## config.mk

```make
export PLATFORM = sky130hd
export DESIGN_NAME = control_sequencer
export DESIGN_NICKNAME = d
export VERILOG_FILES = /design/src/rtl/control_sequencer.sv
export SDC_FILE = /design/constraint.sdc
export NUM_CORES = 1
export LEC_CHECK = 0
export ABC_AREA = 1
export BUFFER_PORTS_ARGS = -buffer_cell sky130_fd_sc_hd__buf_4
export CORE_UTILIZATION = 31
export CTS_CLUSTER_SIZE = 8
export DETAILED_ROUTE_END_ITERATION = 8
export GPL_ROUTABILITY_DRIVEN = 0
export GPL_TIMING_DRIVEN = 0
export PLACE_DENSITY = 0.57
export SLEW_MARGIN = 40
export SYNTH_ARGS = -nofsm -noshare
export SYNTH_HDL_FRONTEND = slang
export SYNTH_SLANG_ARGS = --single-unit
```

## constraint.sdc

```tcl
create_clock -name clk -period 1.3 [get_ports clk]
set_input_delay 0.26 -clock clk [delete_from_list [all_inputs] [get_ports clk]]
set_output_delay 0.26 -clock clk [all_outputs]
set_load 0.02 [all_outputs]
```

## src/rtl/control_sequencer.sv

```systemverilog
`default_nettype none
// control_sequencer: FETCH/DECODE/EXEC/MEM instruction sequencer with registered control word.
// Optional halt opcode (1111 -> HALT state) is enabled by defining CTRL_HALT_EN.
module control_sequencer (
  input  logic        clk,
  input  logic        reset,
  output logic        instr_req,
  input  logic        instr_valid,
  input  logic [15:0] instr,
  output logic        mem_req,
  input  logic        mem_ready,
  input  logic        zero,
  output logic [2:0]  DataReg_A,
  output logic [2:0]  AdderssReg_A,
  output logic [2:0]  AddressReg_B,
  output logic [3:0]  FunctionSelect,
  output logic        MemoryBus,
  output logic        MemoryData,
  output logic        ReadWrite,
  output logic        MemoryWrite,
  output logic        ProgramReg,
  output logic        Jump,
  output logic        Branch,
  output logic        illegal,
  output logic        halted
);

  typedef enum logic [2:0] {
    S_FETCH  = 3'd0,
    S_DECODE = 3'd1,
    S_EXEC   = 3'd2,
    S_MEM    = 3'd3
`ifdef CTRL_HALT_EN
    , S_HALT = 3'd4
`endif
  } state_t;

  localparam logic [3:0] c_OP_NOP = 4'b0000;
  localparam logic [3:0] c_OP_ADD = 4'b0001;
  localparam logic [3:0] c_OP_ADI = 4'b0010;
  localparam logic [3:0] c_OP_SUB = 4'b0011;
  localparam logic [3:0] c_OP_MOV = 4'b0100;
  localparam logic [3:0] c_OP_LD  = 4'b0101;
  localparam logic [3:0] c_OP_ST  = 4'b0110;
  localparam logic [3:0] c_OP_BRZ = 4'b0111;
  localparam logic [3:0] c_OP_JMP = 4'b1000;
`ifdef CTRL_HALT_EN
  localparam logic [3:0] c_OP_HLT = 4'b1111;
`endif

  state_t      r_state, w_next;
  logic [15:0] r_instr;
  logic        w_latch;
  logic [3:0]  w_op;

  logic        r_instr_req, r_mem_req, r_mb, r_rw, r_pr, r_jmp, r_brz, r_ill, r_ld, r_st;
  logic [2:0]  r_dr, r_sa, r_sb;
  logic [3:0]  r_fs;
  logic        w_instr_req, w_mem_req, w_mb, w_rw, w_pr, w_jmp, w_brz, w_ill, w_ld, w_st;
  logic [2:0]  w_dr, w_sa, w_sb;
  logic [3:0]  w_fs;
`ifdef CTRL_HALT_EN
  logic        r_halted, w_halted;
`endif

  assign w_op = r_instr[15:12];

  always_comb begin
    w_next  = r_state;
    w_latch = 1'b0;
    case (r_state)
      S_FETCH: begin
        if (r_instr_req && instr_valid) begin
          w_next  = S_DECODE;
          w_latch = 1'b1;
        end
      end
      S_DECODE: w_next = S_EXEC;
      S_EXEC: begin
        if (w_op == c_OP_LD || w_op == c_OP_ST)
          w_next = S_MEM;
`ifdef CTRL_HALT_EN
        else if (w_op == c_OP_HLT)
          w_next = S_HALT;
`endif
        else
          w_next = S_FETCH;
      end
      S_MEM: begin
        if (mem_ready)
          w_next = S_FETCH;
      end
`ifdef CTRL_HALT_EN
      S_HALT: w_next = S_HALT;
`endif
      default: w_next = S_FETCH;
    endcase
  end

  // Outputs are decoded from the next state so they appear registered in that state's cycle.
  always_comb begin
    w_instr_req = 1'b0;
    w_mem_req   = 1'b0;
    w_dr        = 3'd0;
    w_sa        = 3'd0;
    w_sb        = 3'd0;
    w_fs        = 4'd0;
    w_mb        = 1'b0;
    w_rw        = 1'b0;
    w_pr        = 1'b0;
    w_jmp       = 1'b0;
    w_brz       = 1'b0;
    w_ill       = 1'b0;
    w_ld        = 1'b0;
    w_st        = 1'b0;
`ifdef CTRL_HALT_EN
    w_halted    = 1'b0;
`endif
    case (w_next)
      S_FETCH: w_instr_req = 1'b1;
      S_EXEC: begin
        w_dr = r_instr[11:9];
        w_sa = r_instr[8:6];
        w_sb = r_instr[5:3];
        w_pr = 1'b1;
        case (w_op)
          c_OP_NOP: ;
          c_OP_ADD: begin w_fs = 4'b0010; w_rw = 1'b1; end
          c_OP_ADI: begin w_fs = 4'b0010; w_mb = 1'b1; w_rw = 1'b1; w_sb = r_instr[2:0]; end
          c_OP_SUB: begin w_fs = 4'b0101; w_rw = 1'b1; end
          c_OP_MOV: w_rw = 1'b1;
          c_OP_LD, c_OP_ST: w_pr = 1'b0;
          c_OP_BRZ: w_brz = 1'b1;
          c_OP_JMP: w_jmp = 1'b1;
`ifdef CTRL_HALT_EN
          c_OP_HLT: ;
`endif
          default:  w_ill = 1'b1;
        endcase
      end
      S_MEM: begin
        w_dr      = r_instr[11:9];
        w_sa      = r_instr[8:6];
        w_sb      = r_instr[5:3];
        w_mem_req = 1'b1;
        w_ld      = (w_op == c_OP_LD);
        w_st      = (w_op == c_OP_ST);
      end
`ifdef CTRL_HALT_EN
      S_HALT: w_halted = 1'b1;
`endif
      default: ;
    endcase
  end

  always_ff @(posedge clk) begin
    if (reset) begin
      r_state     <= S_FETCH;
      r_instr     <= 16'd0;
      r_instr_req <= 1'b0;
      r_mem_req   <= 1'b0;
      r_dr        <= 3'd0;
      r_sa        <= 3'd0;
      r_sb        <= 3'd0;
      r_fs        <= 4'd0;
      r_mb        <= 1'b0;
      r_rw        <= 1'b0;
      r_pr        <= 1'b0;
      r_jmp       <= 1'b0;
      r_brz       <= 1'b0;
      r_ill       <= 1'b0;
      r_ld        <= 1'b0;
      r_st        <= 1'b0;
`ifdef CTRL_HALT_EN
      r_halted    <= 1'b0;
`endif
    end else begin
      r_state     <= w_next;
      if (w_latch)
        r_instr   <= instr;
      r_instr_req <= w_instr_req;
      r_mem_req   <= w_mem_req;
      r_dr        <= w_dr;
      r_sa        <= w_sa;
      r_sb        <= w_sb;
      r_fs        <= w_fs;
      r_mb        <= w_mb;
      r_rw        <= w_rw;
      r_pr        <= w_pr;
      r_jmp       <= w_jmp;
      r_brz       <= w_brz;
      r_ill       <= w_ill;
      r_ld        <= w_ld;
      r_st        <= w_st;
`ifdef CTRL_HALT_EN
      r_halted    <= w_halted;
`endif
    end
  end

  // Same-cycle qualifiers: zero in EXEC and mem_ready in MEM gate the registered enables.
  assign instr_req      = r_instr_req;
  assign mem_req        = r_mem_req;
  assign DataReg_A      = r_dr;
  assign AdderssReg_A   = r_sa;
  assign AddressReg_B   = r_sb;
  assign FunctionSelect = r_fs;
  assign MemoryBus      = r_mb;
  assign MemoryData     = r_ld & mem_ready;
  assign ReadWrite      = r_rw | (r_ld & mem_ready);
  assign MemoryWrite    = r_st & mem_ready;
  assign ProgramReg     = r_pr | (r_mem_req & mem_ready);
  assign Jump           = r_jmp;
  assign Branch         = r_brz & zero;
  assign illegal        = r_ill;
`ifdef CTRL_HALT_EN
  assign halted         = r_halted;
`else
  assign halted         = 1'b0;
`endif

endmodule
`default_nettype wire

```

# After elaboration in Yosys (flattened, before gate mapping)
# Index checks and enable logic that the tools add are counted.
# word_totals
register_bits,42
input_bits,21
output_inout_bits,24
word_cells,68
# classes
n_eq_ne,13
n_mux,17
bitwise_logic,9
reduce_logical,13
# op_table
operator,count
"equality test 4 x 3 -> 1 bit, second input constant",4
"equality test 3 x 2 -> 1 bit, second input constant",4
one-hot mux 3 bit (2 select lines),2
one-hot mux 3 bit (4 select lines),1
OR reduction 2 bit,6
two-way mux 1 bit,10
two-way mux 3 bit,3
OR reduction 9 bit,1
"equality test 4 x 2 -> 1 bit, second input constant",2
logical NOT 3 bit,2
AND 1 bit,4
"equality test 4 x 1 -> 1 bit, second input constant",1
"equality test 4 bit, second input constant",1
logical NOT 4 bit,1
OR reduction 4 bit,1
"equality test 3 x 1 -> 1 bit, second input constant",1
NOT 1 bit,3
two-way mux 2 bit,1
OR 1 bit,2
logical AND 1 bit,1
logical OR 1 bit,1

# Logic depth before layout (Yosys ltp)
# Gate-level depths: netlist of the first run.
# logic_depth
ltp_word,8
mapped_depth,7
depth_no_buf,7

# Worst setup path before layout of the first run
# No wires, ideal clock.
# synth_timing
path_kind,register -> register
start,reg r_instr_req (netlist: instr_req)
end,reg r_instr[10]
setup_ns,0.119
t_arrival_ns,1.001
required_time_ns,1.181
path_slack_ns,0.180
path_stages_with_launch,5
n_path_buf,1
synth_period_minus_slack_ns,1.120
path_cell_list,dfxtp_1 > nand4_2 > buf_6 > o21ai_0 > a21oi_1
# synth_between
elab_chain_cells,3
# synth_lines
element,line_no,text
"start, declared",56,"logic r_instr_req, r_mem_req, r_mb, r_rw, r_pr, r_jmp, r_brz, r_ill, r_ld, r_st;"
"start signal, assigned",181,r_instr_req <= w_instr_req;
logical AND 1 bit,73,if (r_instr_req && instr_valid) begin
two-way mux 1 bit,73,
two-way mux 1 bit,71,case (r_state)
"end signal, assigned",180,r_instr <= instr;
"end, declared",52,logic [15:0] r_instr;
# No other way between the ends.
# A chain may end at the register's enable or synchronous reset.

# Worst setup path after layout of the first run
# layout_timing
start,reg r_ld
end,out ReadWrite
# layout_between
elab_chain_cells,2
# layout_lines
element,line_no,text
"start, declared",56,
"start signal, assigned",193,r_ld <= w_ld;
AND 1 bit,210,assign ReadWrite = r_rw | (r_ld & mem_ready);
OR 1 bit,210,
"end, declared",19,"output logic ReadWrite,"
# No other way between the ends.

==> impl_metrics.toml, run 1 <==
[floorplanning]
core_um2 = 4410
die_h_um = 70.0
fp-row-count = 24
start_util = 0.325
io_pins = 45
die_x_um = 70.0
die-area_um2 = 4900

[drt]
avgRoutedWirePerCell_um = 10.5
drt-vias-per-instance = 4.45
antenna_left = 0
dr.pass1.iters = 4
drt-initial-drc-count = 50
wl_um = 2920
vias = 1238
drcViolationCount = 0

[final_layout]
final_cell_mix = "buf_4, dfxtp_1, nand2_1, nor2_1, inv_1"
multi_input_area_um2 = 544
drive_gt1_frac = 0.323
layout_commonest_cell = "buf_4"
register_area_um2 = 803
area_growth_pct = 37.6
final_nets = 246
layout.cells.non_filler = 278
n_fill_cell = 444
insertedDiodeCount = 0

[timing]
drv_slew = 0
hold_viol_final = 0
fin_ws_ns = 0.0155
rsz0062_at_grt = "yes"
finalSetupViolCount = 0
min_period_over_period = 0.988
min_period_ns = 1.28
maxClockFrequency_ghz = 0.779
skew_ns = 0.0106

[placed_design]
pre_cts_slack_ns = 0.0473
dp_cells = 269
portBuffers = 42
hpwl_um = 2130

[pwr]
ir_drop_mv = 0.690
powerDensity_nw_per_um2 = 1250
p_leak_uw = 0.000902

[critical_path]
path_buf_inv = 2
critical_path.top_delay_family = "flip-flops"
crit_path_end_kind = "output pin"
crit_fanout = 2
slowest_delay_ns = 0.30
cp-start-kind = "flip-flop"
worstPathRequired_ns = 1.04
crit_type = "reg2out"
slowest_stage = "dfxtp_1"
arrival_ns = 1.02
cp_cell_sequence = "nand2_1 > inv_2 > or2_4 > buf_6"

[grt]
grt_usage = 0.128
grt_overflow = 0
grt_max_degree = 13
antenna_found_initial = 0
grt_pass1_vias = 1118
grt_pass1_wl_um = 4910

[synth]
ys_types = 26
synth_top_family_by_area = "simple AND/OR/NAND/NOR gates"
yosys.area_share.simple = 0.227
synth_area_um2 = 1430
yosysWarnings = 0
synth_edf_count = 0
synth_mux_area_frac = 0
syn_inst = 173
ys_seq_area_frac = 0.558
synth_fa_ha_area_frac = 0
synth_compound_area_frac = 0.124
ys_seq_elements = 40
syn_avg_cell_area_um2 = 8.29
synthFlopType = "dfxtp_1"
synth-async-reset-ratio = 0
synth-xor-area-share = 0

[clock_tree]
clkSinkCount = 40
cts_root_buf = "clkbuf_8"
cts_tree = "built"
cts.reportedPaths.clkPinSlew_ns = 0.07
htree_levels = 2
clk_latency_ns = 0.29
clock_path_buffers = 2
cts_made_buffers = 5

[run_status]
status = "finished, final reports clean"

[min_path]
hold_class = "in2reg"

[flow_run]
drv_cap = 0
## metal layers
metal	share of wire	GRT usage
met5	0	0
met1	0.46	0.150
met4	0.021	0.0733
met2	0.46	0.205
met3	0.057	0.0404
## stage by stage
stage	cell area [um2]	power [uW]	hold WS, ns	TNS [ns]	utilization
global route	1970	2550	0.176	-0.0713	0.447
floorplan	1440	1410	0.329	0	-
CTS	1940	2460	0.170	0	0.438
detailed placement	1820	1490	0.428	0	0.413
global placement	1820	1490	0.430	0	0.413
finish	1970	2460	0.176	0	0.447
## registers in the layout, summed over array words and instances, names as in the netlist, 2 cells and up
signal and cells:
FunctionSelect 2, AdderssReg_A 3, AddressReg_B 3, r_state 3
DataReg_A 3, r_instr 16
## logic make-up (layout without fill, tap and decap cells)
logic type / after synthesis / in the layout
compound gates: 35 / 35
buf+inv: 28 / 79
flops: 40 / 40
other cells: 1 / 3
simple gates: 69 / 69
## area by class of cell
type / count / share of cell area
plain buffers: 7 / 0.0241
multi-input cells: 107 / 0.276
repair buffers: 43 / 0.166
well taps: 52 / 0.0330
clock buffers: 6 / 0.0368
flip-flops and latches: 40 / 0.407
inverters: 21 / 0.0399
clock inverters: 2 / 0.0178
## power breakdown
group | switching [uW] | total [uW] | internal (uW)
Clock | 420 | 989 | 570
Combinational | 102 | 188 | 86.1
Sequential | 22.3 | 1280 | 1260
## final timing paths
kind / startpoint / end / cells after the start / slack, ns
setup reg to reg: r_instr[13] / DataReg_A[0] / 7 / 0.10
hold reg to reg: r_instr[8] / AdderssReg_A[2] / 2 / 0.44
setup / recovery: r_ld / ReadWrite / 4 / 0.02
hold / removal: reset / AddressReg_B[0] / 2 / 0.18
## synthesized netlist by cell type (2+ instances only)
master | n | share of area
dfxtp_1 | 40 | 0.56
nand2_1 | 25 | 0.065
nor2_1 | 25 | 0.065
inv_1 | 19 | 0.050
a21oi_1 | 17 | 0.059
o21ai_0 | 16 | 0.056
buf_4 | 3 | 0.016
nand3_1 | 3 | 0.010
nor3_1 | 3 | 0.010
buf_2 | 2 | 0.0070
inv_2 | 2 | 0.0052
nand2_2 | 2 | 0.0087
nor2_2 | 2 | 0.0087
nor4_1 | 2 | 0.0087
## repair_timing
action | 4_1_cts | 5_1_grt
hold buffers | 0 | 0
buffers inserted | 0 | 1
resized for setup | 2 | 9
gates cloned | 0 | 0
pin swaps | 0 | 1
endpoints found under the setup margin | 1 | 28
Power figures use the tool's default switching activity.
==> run 2, diff against run 1 <==
==> constraint.sdc (replaced) <==
create_clock -name clk -period 1.3 [get_ports clk]
set_input_delay 0.065 -clock clk [delete_from_list [all_inputs] [get_ports clk]]
set_output_delay 0.065 -clock clk [all_outputs]
set_load 0.02 [all_outputs]
==> run 2 against run 1 <==
  * Final cell count stayed put
  * Count of clock-buffer cells in the layout stayed put
  * Via count is 0.65% lower
  * Critical endpoint is now DataReg_A[0]
  * Clock power hardly changed
  * Critical path depth is 1 higher
  * Non-clock buffer count stayed put
  * Sequential share of layout area is 0.28 points lower
  * Highest routed layer unchanged
  * Fmax is 5.9% higher
  * First-iteration DRC count is 4.0% higher
==> impl_metrics.toml, run 2 (same netlist as run 1, synthesis figures left out) <==
[run_status]
status = "finished, final reports clean"

[final_layout]
layout.cells.non_filler = 278
layout_commonest_cell = "buf_4"
drive_gt1_frac = 0.319
insertedDiodeCount = 0
register_area_um2 = 803
n_fill_cell = 447
final_area_um2 = 1990
multi_input_area_um2 = 558
largest_register_ffs = 16
fin_util = 0.450
final_nets = 246
area_growth_pct = 38.6
final_cell_mix = "buf_4, dfxtp_1, nand2_1, nor2_1, inv_1"
regMostFlops = "r_instr"

[critical_path]
crit_path_end_kind = "flip-flop"
worstPathRequired_ns = 1.53
arrival_ns = 1.44
r2r_end = "DataReg_A[0]"
ff2ff_path_depth = 5
reg2reg_from = "r_state[0]"
reg2reg_slack_ns = 0.09
crit_type = "reg2reg"
crit_fanout = 7
cp-start-kind = "flip-flop"

[drt]
wl_met3_um = 172
drt-vias-per-instance = 4.42
drt-initial-drc-count = 52
m1WireLength_um = 1360
drcViolationCount = 0
antenna_left = 0
vias = 1230
avgRoutedWirePerCell_um = 10.6
top_layer_used = "met4"
wl_um = 2950
wl_met2_um = 1350
dr.pass1.iters = 4

[floorplanning]
die_x_um = 70.0
start_util = 0.325
die_h_um = 70.0
fp-row-count = 24
die-area_um2 = 4900
core_um2 = 4410
io_pins = 45

[clock_tree]
cts_root_buf = "clkbuf_8"
htree_levels = 2
cts_tree = "built"
clock_path_buffers = 2
clkSinkCount = 40
cts.reportedPaths.clkPinSlew_ns = 0.08
clk_latency_ns = 0.29
cts_made_buffers = 5
cts_setup_buffers = 0

[timing]
finalSetupViolCount = 0
maxClockFrequency_ghz = 0.825
drv_slew = 0
min_period_over_period = 0.933
hold_viol_final = 0
skew_ns = 0.0118
min_period_ns = 1.21
hold_slack_ns = 0.0192

[flow_run]
drv_cap = 0

[grt]
grt_pass1_vias = 1120
grt_max_degree = 13
grt_pass1_wl_um = 4910
grt_usage = 0.128
grt_overflow = 0
antenna_found_initial = 0

[pwr]
p_leak_uw = 0.000908
powerDensity_nw_per_um2 = 1240
ir_drop_mv = 0.690

[placed_design]
dp_cells = 269
portBuffers = 42
hpwl_um = 2130
dpl_cell_area_um2 = 1820

[min_path]
min_from = "instr[5]"
holdPathStages = 3
hold_class = "in2reg"
worst_hold_path.endpoint = "r_instr[5]"
## run 2: layer usage
metal	vias up	GRT usage
li1	645	-
met1	543	0.150
met2	35	0.205
met3	7	0.0404
met4	0	0.0733
met5	-	0
## run 2: what timing repair did
item                       CTS  global route
setup endpoints to repair    0            27
resized for setup            0            12
hold endpoints to repair     5             0
hold buffers                 1             0
## run 2: final cells by class
class,instances,share of cell area
Buffer,7,0.0246
Clock buffer,6,0.0365
Clock inverter,2,0.0176
Inverter,21,0.0397
Multi-Input combinational cell,107,0.281
Sequential cell,40,0.404
Tap cell,52,0.0327
Timing Repair Buffer,43,0.164
## run 2: worst max path at each step
stage / from / to / slack [ns] / cells past startpoint
after floorplan: instr_req / r_instr[10] / 0.18 / 4
after global placement: r_state[2] / r_instr[0] / 0.03 / 5
after detailed placement: r_state[2] / r_instr[10] / 0.05 / 5
after CTS: r_state[2] / r_instr[10] / 0.05 / 5
after global routing: r_instr[13] / r_st / -0.008 / 7
final: r_state[0] / DataReg_A[0] / 0.09 / 5
## run 2: metrics by stage
step / setup WS, ns / TNS, ns / total power (uW)
after floorplan: 0.180 / 0 / 1410
after CTS: 0.0451 / 0 / 2470
after global routing: -0.00799 / -0.0214 / 2560
after global placement: 0.0309 / 0 / 1490
after detailed placement: 0.0473 / 0 / 1490
final: 0.0873 / 0 / 2460
## run 2: worst max-delay path: stages, from the launching register on
cell and delay (ns):
dfxtp_1 0.37, inv_1 0.09, nor3_4 0.27, nand3b_4 0.22, nand2_4 0.09, nor2_1 0.11
## run 2: where the power goes
part	leakage [uW]	internal, uW	switching, uW
clock network	0.0000552	569	416
registers	0.000326	1260	22.7
logic	0.000527	88.8	105
==> run 3, diff against run 2 <==
- CAP_MARGIN: not set -> 20
- CORE_MARGIN: not set -> 5
==> run 3 against run 2 <==
  * Final cell count rose by 0.72%
  * First-iteration DRC count up 35%
  * Sequential power about the same
  * Highest routed layer unchanged
==> impl_metrics.toml, run 3 (same netlist as run 1, synthesis figures left out) <==
[run_status]
status = "finished, final reports clean"

[critical_path]
slowest_delay_ns = 0.40
path_buf_inv = 2
worstPathRequired_ns = 1.48
cp-start-kind = "flip-flop"
slowest_stage = "dfxtp_1"
critical_path.top_delay_family = "simple AND/OR/NAND/NOR gates"
cp_cell_sequence = "inv_1 > nand2_1 > nand2_1 > nand3_2 > nand3b_2 > nand2_4 > inv_1"
arrival_ns = 1.42
reg2reg_slack_ns = 0.06
crit_path_end_kind = "flip-flop"
crit_type = "reg2reg"
crit_fanout = 7

[final_layout]
regMostFlops = "r_instr"
final_area_um2 = 1980
insertedDiodeCount = 0
final_cell_mix = "buf_4, dfxtp_1, nand2_1"
layout.cells.non_filler = 280
layout_commonest_cell = "buf_4"
largest_register_ffs = 16
final_nets = 248
area_growth_pct = 38.2
drive_gt1_frac = 0.316
multi_input_area_um2 = 541
n_fill_cell = 448
register_area_um2 = 801

[floorplanning]
io_pins = 45
die-area_um2 = 6090
die_x_um = 78.0
fp-row-count = 24
start_util = 0.325
core_um2 = 4410
die_h_um = 78.0

[min_path]
hold_class = "in2reg"

[timing]
hold_viol_final = 0
skew_ns = 0.00781
drv_slew = 0
maxClockFrequency_ghz = 0.808
fin_ws_ns = 0.0627
min_period_over_period = 0.952
rsz0062_at_grt = "no"
finalSetupViolCount = 0
min_period_ns = 1.24
timing.setup.tns_ns = 0

[placed_design]
dpl_cell_area_um2 = 1820
portBuffers = 42
pre_cts_slack_ns = 0.0342
hpwl_um = 2240
dp_cells = 269

[grt]
antenna_found_initial = 0
grt_usage = 0.0954
grt_max_degree = 13
grt_pass1_wl_um = 4600
grt_pass1_vias = 1035
grt_overflow = 0

[pwr]
clock_power_share = 0.398
pwr-share-seq = 0.524
p_total_uw = 2440
ir_drop_mv = 0.519
sw_frac_of_total = 0.215
p_leak_uw = 0.000914
internal-power_uw = 1920
combPwrFrac = 0.079
p_switching_uw = 524
powerDensity_nw_per_um2 = 1230

[flow_run]
drv_cap = 0

[clock_tree]
clk_latency_ns = 0.29
cts_tree = "built"
htree_levels = 2
cts_root_buf = "clkbuf_8"
clock_path_buffers = 2
cts.reportedPaths.clkPinSlew_ns = 0.08
cts_made_buffers = 5
clkSinkCount = 40

[drt]
drt-initial-drc-count = 70
avgRoutedWirePerCell_um = 10.7
wl_um = 3000
antenna_left = 0
dr.pass1.iters = 4
drcViolationCount = 0
vias = 1211
drt-vias-per-instance = 4.33
## run 3: final cells by class
type,instances,share of cell area
clock inverter,2,0.0177
tap,52,0.0328
clock buffer,6,0.0366
buffer,7,0.0246
inverter,21,0.0398
sequential,40,0.404
timing repair buffer,45,0.172
multi-input combinational,107,0.273
## run 3: power by group through the flow
stage               Sequential [uW]  Clock [uW]  Combinational [uW]
floorplan                      1310           0                 103
global placement               1310           0                 181
detailed placement             1310           0                 182
CTS                            1280        1000                 185
global route                   1280        1060                 214
finish                         1280         971                 192
## run 3: stage by stage
step	hold WS, ns	util
2_1_floorplan	0.134	-
3_3_place_gp	0.286	0.413
3_5_place_dp	0.286	0.413
4_1_cts	0.00894	0.439
5_1_grt	0.0253	0.449
6_report	0.0163	0.449
## run 3: worst min-delay path, cell delays in order
cell	delay, ns
buf_4	0.07
o21ai_0	0.07
nor2_1	0.07
## run 3: path summary, 6_finish.rpt
path,startpoint,end,cells after the start
hold reg to reg,r_instr[7],AdderssReg_A[1],2
hold / removal,instr[0],r_instr[0],3
setup reg to reg,r_instr[13],r_state[1],7
setup / recovery,r_instr[13],r_state[1],7
## run 3: timing repair
| action | in CTS | in global routing |
|---|---|---|
| hold buffers | 1 | 0 |
| setup buffers | 0 | 2 |
| resized for setup | 0 | 8 |
| endpoints found under the setup margin | 0 | 18 |
| hold endpoints to repair | 5 | 0 |
## run 3: per-layer routing
layer / track usage / part of all wire / vias to the layer above
met5: 0 / 0 / -
met4: 0.0507 / 0.023 / 0
met3: 0.0412 / 0.093 / 7
met2: 0.149 / 0.45 / 39
met1: 0.111 / 0.43 / 517
li1: - / - / 648
